--- src/rtl/pipeline_pkg.sv ---
`default_nettype none
// ============================================================================
// Module   : pipeline_pkg
// Purpose  : Shared types and constants for the ID/EX hazard stage.
// Revision : 1.0
// ============================================================================
package pipeline_pkg;

  typedef enum logic [0:0] {
    RUN  = 1'b0,
    HOLD = 1'b1
  } state_t;

  // Register $zero never carries a dependency.
  localparam int REG_ZERO = 0;

  // Control bundle value for a bubble (no RegWrite, no MemWrite, ...).
  localparam int CTRL_BUBBLE = 0;

endpackage
`default_nettype wire

--- src/rtl/id_ex_hazard_stage_hazard_detect.sv ---
`default_nettype none
// ============================================================================
// Module   : hazard_detect
// Purpose  : Combinational load-use / branch-in-ID hazard classifier.
// Revision : 1.0
// ============================================================================
module hazard_detect
  import pipeline_pkg::*;
#(
  parameter int REG_ADDR_WIDTH = 5
) (
  input  logic [REG_ADDR_WIDTH-1:0] i_idRs,
  input  logic [REG_ADDR_WIDTH-1:0] i_idRt,
  input  logic                      i_idUsesRs,
  input  logic                      i_idUsesRt,
  input  logic                      i_idBranch,
  input  logic                      i_exValid,
  input  logic                      i_exRegWrite,
  input  logic                      i_exMemRead,
  input  logic [REG_ADDR_WIDTH-1:0] i_exRd,
  input  logic                      i_memMemRead,
  input  logic [REG_ADDR_WIDTH-1:0] i_memRd,
  output logic                      o_stallReq,
  output logic                      o_needHold
);

  localparam logic [REG_ADDR_WIDTH-1:0] c_zero = REG_ADDR_WIDTH'(REG_ZERO);

  logic w_exMatch;
  logic w_memMatch;
  logic w_lu;
  logic w_ba;
  logic w_bl2;
  logic w_bl1;

  assign w_exMatch  = i_exValid & (i_exRd != c_zero) &
                      ((i_idUsesRs & (i_idRs == i_exRd)) |
                       (i_idUsesRt & (i_idRt == i_exRd)));
  assign w_memMatch = (i_memRd != c_zero) &
                      ((i_idUsesRs & (i_idRs == i_memRd)) |
                       (i_idUsesRt & (i_idRt == i_memRd)));

  assign w_lu  = i_exMemRead & w_exMatch;
  assign w_ba  = i_idBranch & i_exRegWrite & ~i_exMemRead & w_exMatch;
  assign w_bl2 = i_idBranch & i_exMemRead & w_exMatch;
  assign w_bl1 = i_idBranch & i_memMemRead & w_memMatch;

  assign o_stallReq = w_lu | w_ba | w_bl2 | w_bl1;
  // A branch waiting on a load still in EX needs a second bubble.
  assign o_needHold = w_bl2;

endmodule
`default_nettype wire

--- src/rtl/id_ex_hazard_stage.sv ---
`default_nettype none
// ============================================================================
// Module   : id_ex_hazard_stage
// Purpose  : ID/EX pipeline register with hazard stall control and counter.
// Revision : 1.0
// ============================================================================
module id_ex_hazard_stage
  import pipeline_pkg::*;
#(
  parameter int DATA_WIDTH      = 32,
  parameter int REG_ADDR_WIDTH  = 5,
  parameter int CTRL_WIDTH      = 8,
  parameter int STALL_CNT_WIDTH = 16
) (
  input  logic                       clk,
  input  logic                       reset,
  input  logic [REG_ADDR_WIDTH-1:0]  ID_RegisterRs,
  input  logic [REG_ADDR_WIDTH-1:0]  ID_RegisterRt,
  input  logic [REG_ADDR_WIDTH-1:0]  ID_RegisterRd,
  input  logic                       ID_UsesRs,
  input  logic                       ID_UsesRt,
  input  logic                       ID_Branch,
  input  logic                       ID_RegWrite,
  input  logic                       ID_MemRead,
  input  logic [CTRL_WIDTH-1:0]      ID_Ctrl,
  input  logic [DATA_WIDTH-1:0]      ID_ReadData1,
  input  logic [DATA_WIDTH-1:0]      ID_ReadData2,
  input  logic [DATA_WIDTH-1:0]      ID_Imm,
  input  logic                       EX_MEM_MemRead,
  input  logic [REG_ADDR_WIDTH-1:0]  EX_MEM_RegisterRd,
  input  logic                       EX_Flush,
  output logic                       PCWrite,
  output logic                       IF_ID_Write,
  output logic [REG_ADDR_WIDTH-1:0]  ID_EX_RegisterRs,
  output logic [REG_ADDR_WIDTH-1:0]  ID_EX_RegisterRt,
  output logic [REG_ADDR_WIDTH-1:0]  ID_EX_RegisterRd,
  output logic                       ID_EX_RegWrite,
  output logic                       ID_EX_MemRead,
  output logic [CTRL_WIDTH-1:0]      ID_EX_Ctrl,
  output logic [DATA_WIDTH-1:0]      ID_EX_ReadData1,
  output logic [DATA_WIDTH-1:0]      ID_EX_ReadData2,
  output logic [DATA_WIDTH-1:0]      ID_EX_Imm,
  output logic                       ID_EX_Valid,
  output logic [STALL_CNT_WIDTH-1:0] StallCount
);

  localparam logic [CTRL_WIDTH-1:0]      c_ctrlBubble = CTRL_WIDTH'(CTRL_BUBBLE);
  localparam logic [STALL_CNT_WIDTH-1:0] c_cntMax     = '1;

  state_t r_state;
  logic   w_stallReq;
  logic   w_needHold;
  logic   w_stall;

  hazard_detect #(
    .REG_ADDR_WIDTH(REG_ADDR_WIDTH)
  ) u_hazard (
    .i_idRs       (ID_RegisterRs),
    .i_idRt       (ID_RegisterRt),
    .i_idUsesRs   (ID_UsesRs),
    .i_idUsesRt   (ID_UsesRt),
    .i_idBranch   (ID_Branch),
    .i_exValid    (ID_EX_Valid),
    .i_exRegWrite (ID_EX_RegWrite),
    .i_exMemRead  (ID_EX_MemRead),
    .i_exRd       (ID_EX_RegisterRd),
    .i_memMemRead (EX_MEM_MemRead),
    .i_memRd      (EX_MEM_RegisterRd),
    .o_stallReq   (w_stallReq),
    .o_needHold   (w_needHold)
  );

  assign w_stall     = ((r_state == RUN) & w_stallReq) | (r_state == HOLD);
  // A flush hands the front end to the redirect, so never freeze it then.
  assign PCWrite     = EX_Flush | ~w_stall;
  assign IF_ID_Write = EX_Flush | ~w_stall;

  always_ff @(posedge clk or negedge reset) begin
    if (!reset) begin
      r_state          <= RUN;
      StallCount       <= '0;
      ID_EX_Valid      <= 1'b0;
      ID_EX_RegisterRs <= '0;
      ID_EX_RegisterRt <= '0;
      ID_EX_RegisterRd <= '0;
      ID_EX_RegWrite   <= 1'b0;
      ID_EX_MemRead    <= 1'b0;
      ID_EX_Ctrl       <= c_ctrlBubble;
      ID_EX_ReadData1  <= '0;
      ID_EX_ReadData2  <= '0;
      ID_EX_Imm        <= '0;
    end else if (EX_Flush || w_stall) begin
      if (EX_Flush) begin
        r_state <= RUN;
      end else begin
        r_state <= ((r_state == RUN) && w_needHold) ? HOLD : RUN;
        if (StallCount != c_cntMax) begin
          StallCount <= StallCount + 1'b1;
        end
      end
      ID_EX_Valid      <= 1'b0;
      ID_EX_RegisterRs <= '0;
      ID_EX_RegisterRt <= '0;
      ID_EX_RegisterRd <= '0;
      ID_EX_RegWrite   <= 1'b0;
      ID_EX_MemRead    <= 1'b0;
      ID_EX_Ctrl       <= c_ctrlBubble;
      ID_EX_ReadData1  <= '0;
      ID_EX_ReadData2  <= '0;
      ID_EX_Imm        <= '0;
    end else begin
      r_state          <= RUN;
      ID_EX_Valid      <= 1'b1;
      ID_EX_RegisterRs <= ID_RegisterRs;
      ID_EX_RegisterRt <= ID_RegisterRt;
      ID_EX_RegisterRd <= ID_RegisterRd;
      ID_EX_RegWrite   <= ID_RegWrite;
      ID_EX_MemRead    <= ID_MemRead;
      ID_EX_Ctrl       <= ID_Ctrl;
      ID_EX_ReadData1  <= ID_ReadData1;
      ID_EX_ReadData2  <= ID_ReadData2;
      ID_EX_Imm        <= ID_Imm;
    end
  end

endmodule
`default_nettype wire

--- config.mk ---
export PLATFORM = sky130hd
export DESIGN_NAME = id_ex_hazard_stage
export DESIGN_NICKNAME = d
export VERILOG_FILES = /design/src/rtl/pipeline_pkg.sv /design/src/rtl/id_ex_hazard_stage_hazard_detect.sv /design/src/rtl/id_ex_hazard_stage.sv
export SDC_FILE = /design/constraint.sdc
export NUM_CORES = 1
export LEC_CHECK = 0
export ABC_AREA = 0
export BUFFER_PORTS_ARGS = -buffer_cell sky130_fd_sc_hd__buf_2
export CORE_MARGIN = 5
export CORE_UTILIZATION = 30
export DETAILED_ROUTE_END_ITERATION = 8
export PLACE_DENSITY = 0.69
export SLEW_MARGIN = 20
export SYNTH_ARGS = -nofsm -noshare
export SYNTH_HDL_FRONTEND = slang
export SYNTH_HIERARCHICAL = 1
export SYNTH_SLANG_ARGS = --single-unit
--- constraint.sdc ---
create_clock -name clk -period 4.88 [get_ports clk]
set_input_delay 0.732 -clock clk [delete_from_list [all_inputs] [get_ports clk]]
set_output_delay 0.732 -clock clk [all_outputs]
set_load 0.01 [all_outputs]
---- Word-level counts from Yosys, hierarchy flattened ----
Cells that the tools add are included.
Widths: inputs -> output; s select.
word-level totals
  output and inout port bits .............. 140
  bits in read-only memories .............. 0
  word-level logic and storage cells ...... 63
  memories ................................ 0
  RAM bits ................................ 0
  latch bits .............................. 0
  register bits after elaboration ......... 139
cells by class
  shifts and indexed selects .............. 0
  $lt $le $gt $ge ......................... 0
  equality and inequality tests ........... 5
  divide/modulo/power cells ............... 0
  multiplexer cells ....................... 13
  $mul .................................... 0
  bitwise gates (word level) .............. 27
  reductions and logical operators ........ 5
  add/sub/neg operators ................... 1
operators by type and width
  kind                   count
  $mux 32                3
  $eq 5x5->1             4
  $add 16x1->16 const B  1
  $and 1x1->1            16
  $ne 16x16->1 const B   1
  $mux 5                 3
  $reduce_bool 5->1      2
  $mux 8                 1
  $or 1x1->1             7
  $mux 1                 6
  $not 1->1              4
  $reduce_and 3->1       1
  $logic_and 1x1->1      1
  $logic_or 1x1->1       1

---- Logic depth before layout (Yosys ltp) ----
  depth in word-level cells ............... 12
  mapped depth ............................ 9
  depth with buffers taken out ............ 8

---- By module ----
Netlist, hierarchy kept.
by module, submodules not included
  module              instances  seq. area each (sq um)  cells an instance  area an instance (sq um)
  id_ex_hazard_stage  1          3,478.3                 332                4,739.5
  hazard_detect       1          0.0                     37                 286.5

---- Worst setup path before layout ----
OpenSTA, ideal clock, no wires.
  path type ............................... input to output
  from .................................... in EX_MEM_RegisterRd[0]
  to ...................................... out PCWrite
  slack ................................... 2,150 ps
  cell stages on the path ................. 5
  buffers on the path ..................... 1
  arrival ................................. 1,998 ps
  cell sequence ........................... or3_1 -> o311a_1 -> a32o_1 -> o21bai_4 -> buf_4
between the ends
  longest elaborated chain between the ends .. 10
  elaborated cells on any way between the ends .. 13
  classes of those cells .................. 2 x eq/ne; 10 x bitwise; 1 x reduce/logical
RTL lines
  element                                line                                                                            RTL
  start, declared                        id_ex_hazard_stage.sv:30                                                        input logic [REG_ADDR_WIDTH-1:0] EX_MEM_RegisterRd,
  $eq 5x5->1, on equally long branches   id_ex_hazard_stage_hazard_detect.sv:40, id_ex_hazard_stage_hazard_detect.sv:41
  $and 1x1->1, on equally long branches  id_ex_hazard_stage_hazard_detect.sv:40, id_ex_hazard_stage_hazard_detect.sv:41
  $or 1x1->1                             id_ex_hazard_stage_hazard_detect.sv:40                                          ((i_idUsesRs & (i_idRs == i_memRd)) |
  $and 1x1->1 *                          id_ex_hazard_stage_hazard_detect.sv:39                                          assign w_memMatch = (i_memRd != c_zero) &
  $and 1x1->1 *                          id_ex_hazard_stage_hazard_detect.sv:46                                          assign w_bl1 = i_idBranch & i_memMemRead & w_memMatch;
  $or 1x1->1 *                           id_ex_hazard_stage_hazard_detect.sv:48                                          assign o_stallReq = w_lu | w_ba | w_bl2 | w_bl1;
  named net w_stallReq                   id_ex_hazard_stage.sv:51                                                        logic w_stallReq;
  $and 1x1->1 *                          id_ex_hazard_stage.sv:73                                                        assign w_stall = ((r_state == RUN) & w_stallReq) | (r_state == HOLD);
  $or 1x1->1 *                           id_ex_hazard_stage.sv:73
  $not 1->1 *                            -
  $or 1x1->1 *                           -
  end, declared                          id_ex_hazard_stage.sv:32                                                        output logic PCWrite,
The timed path passes the listed nets; every way through them passes the cells marked *.

---- Final worst setup path ----
  from .................................... reg ID_EX_RegisterRd[3]
  to ...................................... out IF_ID_Write
between the ends
  longest elaborated chain between the ends .. 12
  elaborated cells on any way between the ends .. 18
  classes of those cells .................. 2 x eq/ne; 15 x bitwise; 1 x reduce/logical
RTL lines
  element                                line                                                                            RTL
  start, declared                        id_ex_hazard_stage.sv:36                                                        output logic [REG_ADDR_WIDTH-1:0] ID_EX_RegisterRd,
  start signal, assigned                 id_ex_hazard_stage.sv:116                                                       ID_EX_RegisterRd <= ID_RegisterRd;
  $eq 5x5->1, on equally long branches   id_ex_hazard_stage_hazard_detect.sv:37, id_ex_hazard_stage_hazard_detect.sv:38
  $and 1x1->1, on equally long branches  id_ex_hazard_stage_hazard_detect.sv:37, id_ex_hazard_stage_hazard_detect.sv:38
  $or 1x1->1                             id_ex_hazard_stage_hazard_detect.sv:37                                          ((i_idUsesRs & (i_idRs == i_exRd)) |
  $and 1x1->1 *                          id_ex_hazard_stage_hazard_detect.sv:36                                          assign w_exMatch = i_exValid & (i_exRd != c_zero) &
  $and 1x1->1, on equally long branches  id_ex_hazard_stage_hazard_detect.sv:43, id_ex_hazard_stage_hazard_detect.sv:44
  $or 1x1->1                             id_ex_hazard_stage_hazard_detect.sv:48
  $or 1x1->1 * (2 in a row)              id_ex_hazard_stage_hazard_detect.sv:48
  named net w_stallReq                   id_ex_hazard_stage.sv:51
  $and 1x1->1 *                          id_ex_hazard_stage.sv:73
  $or 1x1->1 *                           id_ex_hazard_stage.sv:73
  $not 1->1 *                            id_ex_hazard_stage.sv:76                                                        assign IF_ID_Write = EX_Flush | ~w_stall;
  $or 1x1->1 *                           id_ex_hazard_stage.sv:76
  end, declared                          id_ex_hazard_stage.sv:33                                                        output logic IF_ID_Write,
Marked as above.

==> impl_metrics.py <==
metrics = {
    "yosys": {
        "syn_avg_cell_area_um2": 13.62,
        "synth_top_area_cell": "dfrtp_1",
        "syn-cell-area_um2": 5026,
        "synth_fp_nets": 503,
        "synth_cell_types": 34,
        "ys_seq_elements": 139,
        "ys_warn_count": 6,
        "synthTopCellsByArea": "dfrtp_1 (69%), and2_1 (15%), xnor2_1 (3.5%), xor2_1 (2.4%), clkbuf_1 (1.0%)",
        "seq_area_frac_synth_pct": 69.21,
        "synth_top_area_share_pct": 69.21,
        "synth_cells": 369,
    },
    "floorplanning": {
        "die_x_um": 139.4,
        "start_util_pct": 30.42,
        "ios": 273,
        "num_rows": 47,
        "die-area_um2": 19440,
        "die_h_um": 139.4,
        "fp.coreArea_um2": 16520,
    },
    "final_layout": {
        "drive_gt1_share_pct": 48.02,
        "syn2layout_area_growth_pct": 43.42,
        "fin_nets": 780,
    },
    "placed_design": {
        "dp_hpwl_um": 10220,
        "gp_congestion": 0.8242,
        "io_buffers": 272,
    },
    "critical_path": {
        "critPathArrivalTime_ns": 2.32,
        "r2r_end": "ID_EX_Imm[7]",
        "worst_r2r_path_depth": 6,
        "cp-start-kind": "register",
        "critical_path.startpoint": "ID_EX_RegisterRd[3]",
        "worst_ep_required_time_ns": 4.15,
        "r2r_slack_ns": 2.08,
        "cp-end-kind": "primary output",
        "worstSetupPathType": "register to primary output",
        "reg2reg_from": "ID_EX_RegisterRd[3]",
        "path_max_fanout": 7,
    },
    "sta": {
        "hold_ws_ns": 0.3872,
        "layout_min_cycle_time_ns": 3.055,
        "tns_ns": 0,
        "tightestPinTransition_ns": 0.9571,
        "clock_skew_ns": 0.01020,
        "rsz0062_at_grt": "false",
        "max_slew_margin_pct": 36.19,
        "finalCritPeriodShare_pct": 62.61,
        "hold_viol": 0,
        "max_freq_mhz": 327.3,
        "setup_viol_count_final": 0,
        "finalMaxSlewViolations": 0,
    },
    "detailed_routing": {
        "drt-wirelength-per-cell_um": 15.58,
        "drc": 0,
        "avgViaCountPerCell": 4.156,
        "num_vias": 3653,
        "ant_nets": 0,
        "wl_um": 13700,
        "drt-pass1-iter-count": 4,
        "drtIter0Drc": 94,
    },
    "cts": {
        "htreeDepth": 4,
        "cts_tree": "built",
        "holdBufCountCts": 0,
        "cts_root_buffer": "clkbuf_16",
        "cts_resized": 0,
        "clkTransAtPathRegs_ns": 0.06,
        "clk_latency_ns": 0.42,
        "cts_sinks": 139,
        "ctsLongestPathBuffers": 2,
        "numCtsBuffers": 17,
        "cts_setup_buffers": 0,
    },
    "grt": {
        "grt_pass1_wl_um": 21790,
        "antenna_found_initial": 4,
        "grt_max_degree": 123,
        "grt_overflow": 0,
        "grtUsageTotal_pct": 14.47,
        "first_global_vias": 4022,
    },
    "flow_run": {
        "cap_violations": 0,
    },
    "power_and_ir_drop": {
        "irDropWorstVdd_uv": 204.8,
        "p_per_area_nw_per_um2": 384.2,
        "p_leak_nw": 3.923,
    },
    "min_path": {
        "worstHoldPathType": "input port to asynchronous set/reset pin",
    },
    "status": {
        "status": "complete, no violations",
    },
}
==> stage by stage <==
stage	setup slack, ns	area [um2]	instances	total power [mW]	utilization [%]
3_3_place_gp	1.834	6624	847	1.519	40.08
2_1_floorplan	2.150	5026	369	1.361	-
4_1_cts	1.797	7206	878	2.825	43.61
3_5_place_dp	1.793	6624	847	1.526	40.08
5_1_grt	1.737	7208	879	2.906	43.62
6_report	1.825	7208	879	2.769	43.62
==> worst max-delay path, cell delays in order, from the launching register on <==
cell and delay (ns):
dfrtp_1 0.43, or4_1 0.57, o21a_1 0.20, a32o_1 0.30, o21bai_4 0.24, buf_2 0.17
==> synthesized netlist by cell type <==
cell type and instances:
dfrtp_1 139, and2_1 122, xnor2_1 20, clkbuf_1 14, xor2_1 14, nand2_1 10
nand4_1 7, nor3_1 7, nor4_1 4, nand3_1 2, nor2_1 2, nor3b_1 2
nor4b_2 2, o21ai_0 2, o22ai_1 2, or2_0 2, a21o_1 1, a32o_1 1
and3_2 1, and4_1 1, and4_2 1, buf_4 1, clkbuf_2 1, ha_1 1
mux2_4 1, nand4_2 1, nand4_4 1, nor2_2 1, nor4_4 1, o21a_1 1
o21bai_4 1, o311a_1 1, or3_1 1, or4_1 1
==> layer usage <==
layer / track usage, % / share of wire (%) / vias up
li1: - / - / 1744
met1: 15.55 / 37 / 1710
met2: 23.97 / 49 / 171
met3: 8.473 / 12 / 22
met4: 4.737 / 1.7 / 6
met5: 0 / 0.34 / -
==> cell families (layout without fill, tap and decap cells) <==
logic type	Yosys count	count (layout)	share of synthesized area, %
XOR/XNOR	34	34	5.925
flip-flops	139	139	69.21
AO/OA/AOI/OAI	9	9	1.519
multiplexers	1	1	0.2986
AND/OR/NAND/NOR	169	169	21.51
other	0	1	0
adder cells (fa/ha/maj)	1	1	0.2489
buffers and inverters	16	305	1.294
==> cells in the final DEF, fill, tap and decap left out, types with 2 or more instances in the layout <==
cell / Yosys / final
dfrtp_1: 139 / 139
and2_1: 122 / 122
clkbuf_16: 0 / 17
nor4_1: 4 / 4
buf_2: 0 / 271
nand3_1: 2 / 2
xnor2_1: 20 / 20
buf_4: 1 / 2
nor2_1: 2 / 2
clkinv_4: 0 / 2
o22ai_1: 2 / 2
inv_6: 0 / 7
nor4b_2: 2 / 2
nand2_1: 10 / 10
clkinv_2: 0 / 2
nand4_1: 7 / 7
nor3b_1: 2 / 2
o21ai_0: 2 / 2
nor3_1: 7 / 6
or2_0: 2 / 2
bufinv_16: 0 / 2
xor2_1: 14 / 14
==> where the power goes <==
part / total (mW) / switching [mW] / internal (mW)
clock network: 1.27 / 0.513 / 0.760
logic: 0.262 / 0.137 / 0.124
registers: 1.23 / 0.0228 / 1.21
total: 2.77 / 0.673 / 2.10
==> layout make-up <==
| type | instances | area [um2] |
|---|---|---|
| multi-input cells | 214 | 1488 |
| fillers | 1561 | 9316 |
| diodes | 1 | 2.502 |
| clock buffers | 17 | 425.4 |
| flip-flops and latches | 139 | 3478 |
| clock inverters | 14 | 156.4 |
| well taps | 220 | 275.3 |
| repair buffers | 274 | 1383 |
==> sequential cells by signal, indices dropped and copies added (netlist names) <==
signal and cells:
ID_EX_Ctrl 8, ID_EX_ReadData2 32, ID_EX_ReadData1 32, ID_EX_RegisterRd 5, ID_EX_MemRead 1, ID_EX_Valid 1
ID_EX_Imm 32, ID_EX_RegWrite 1, StallCount 16, ID_EX_RegisterRt 5, ID_EX_RegisterRs 5, r_state 1
==> how the worst max path moves through the flow <==
stage | endpoint | slack, ns
detailed placement | ID_EX_Imm[7] | 1.79
CTS | IF_ID_Write | 1.80
global placement | ID_EX_Imm[14] | 1.83
global route | IF_ID_Write | 1.74
floorplan | PCWrite | 2.15
finish | IF_ID_Write | 1.82
Power figures use the tool's default switching activity.
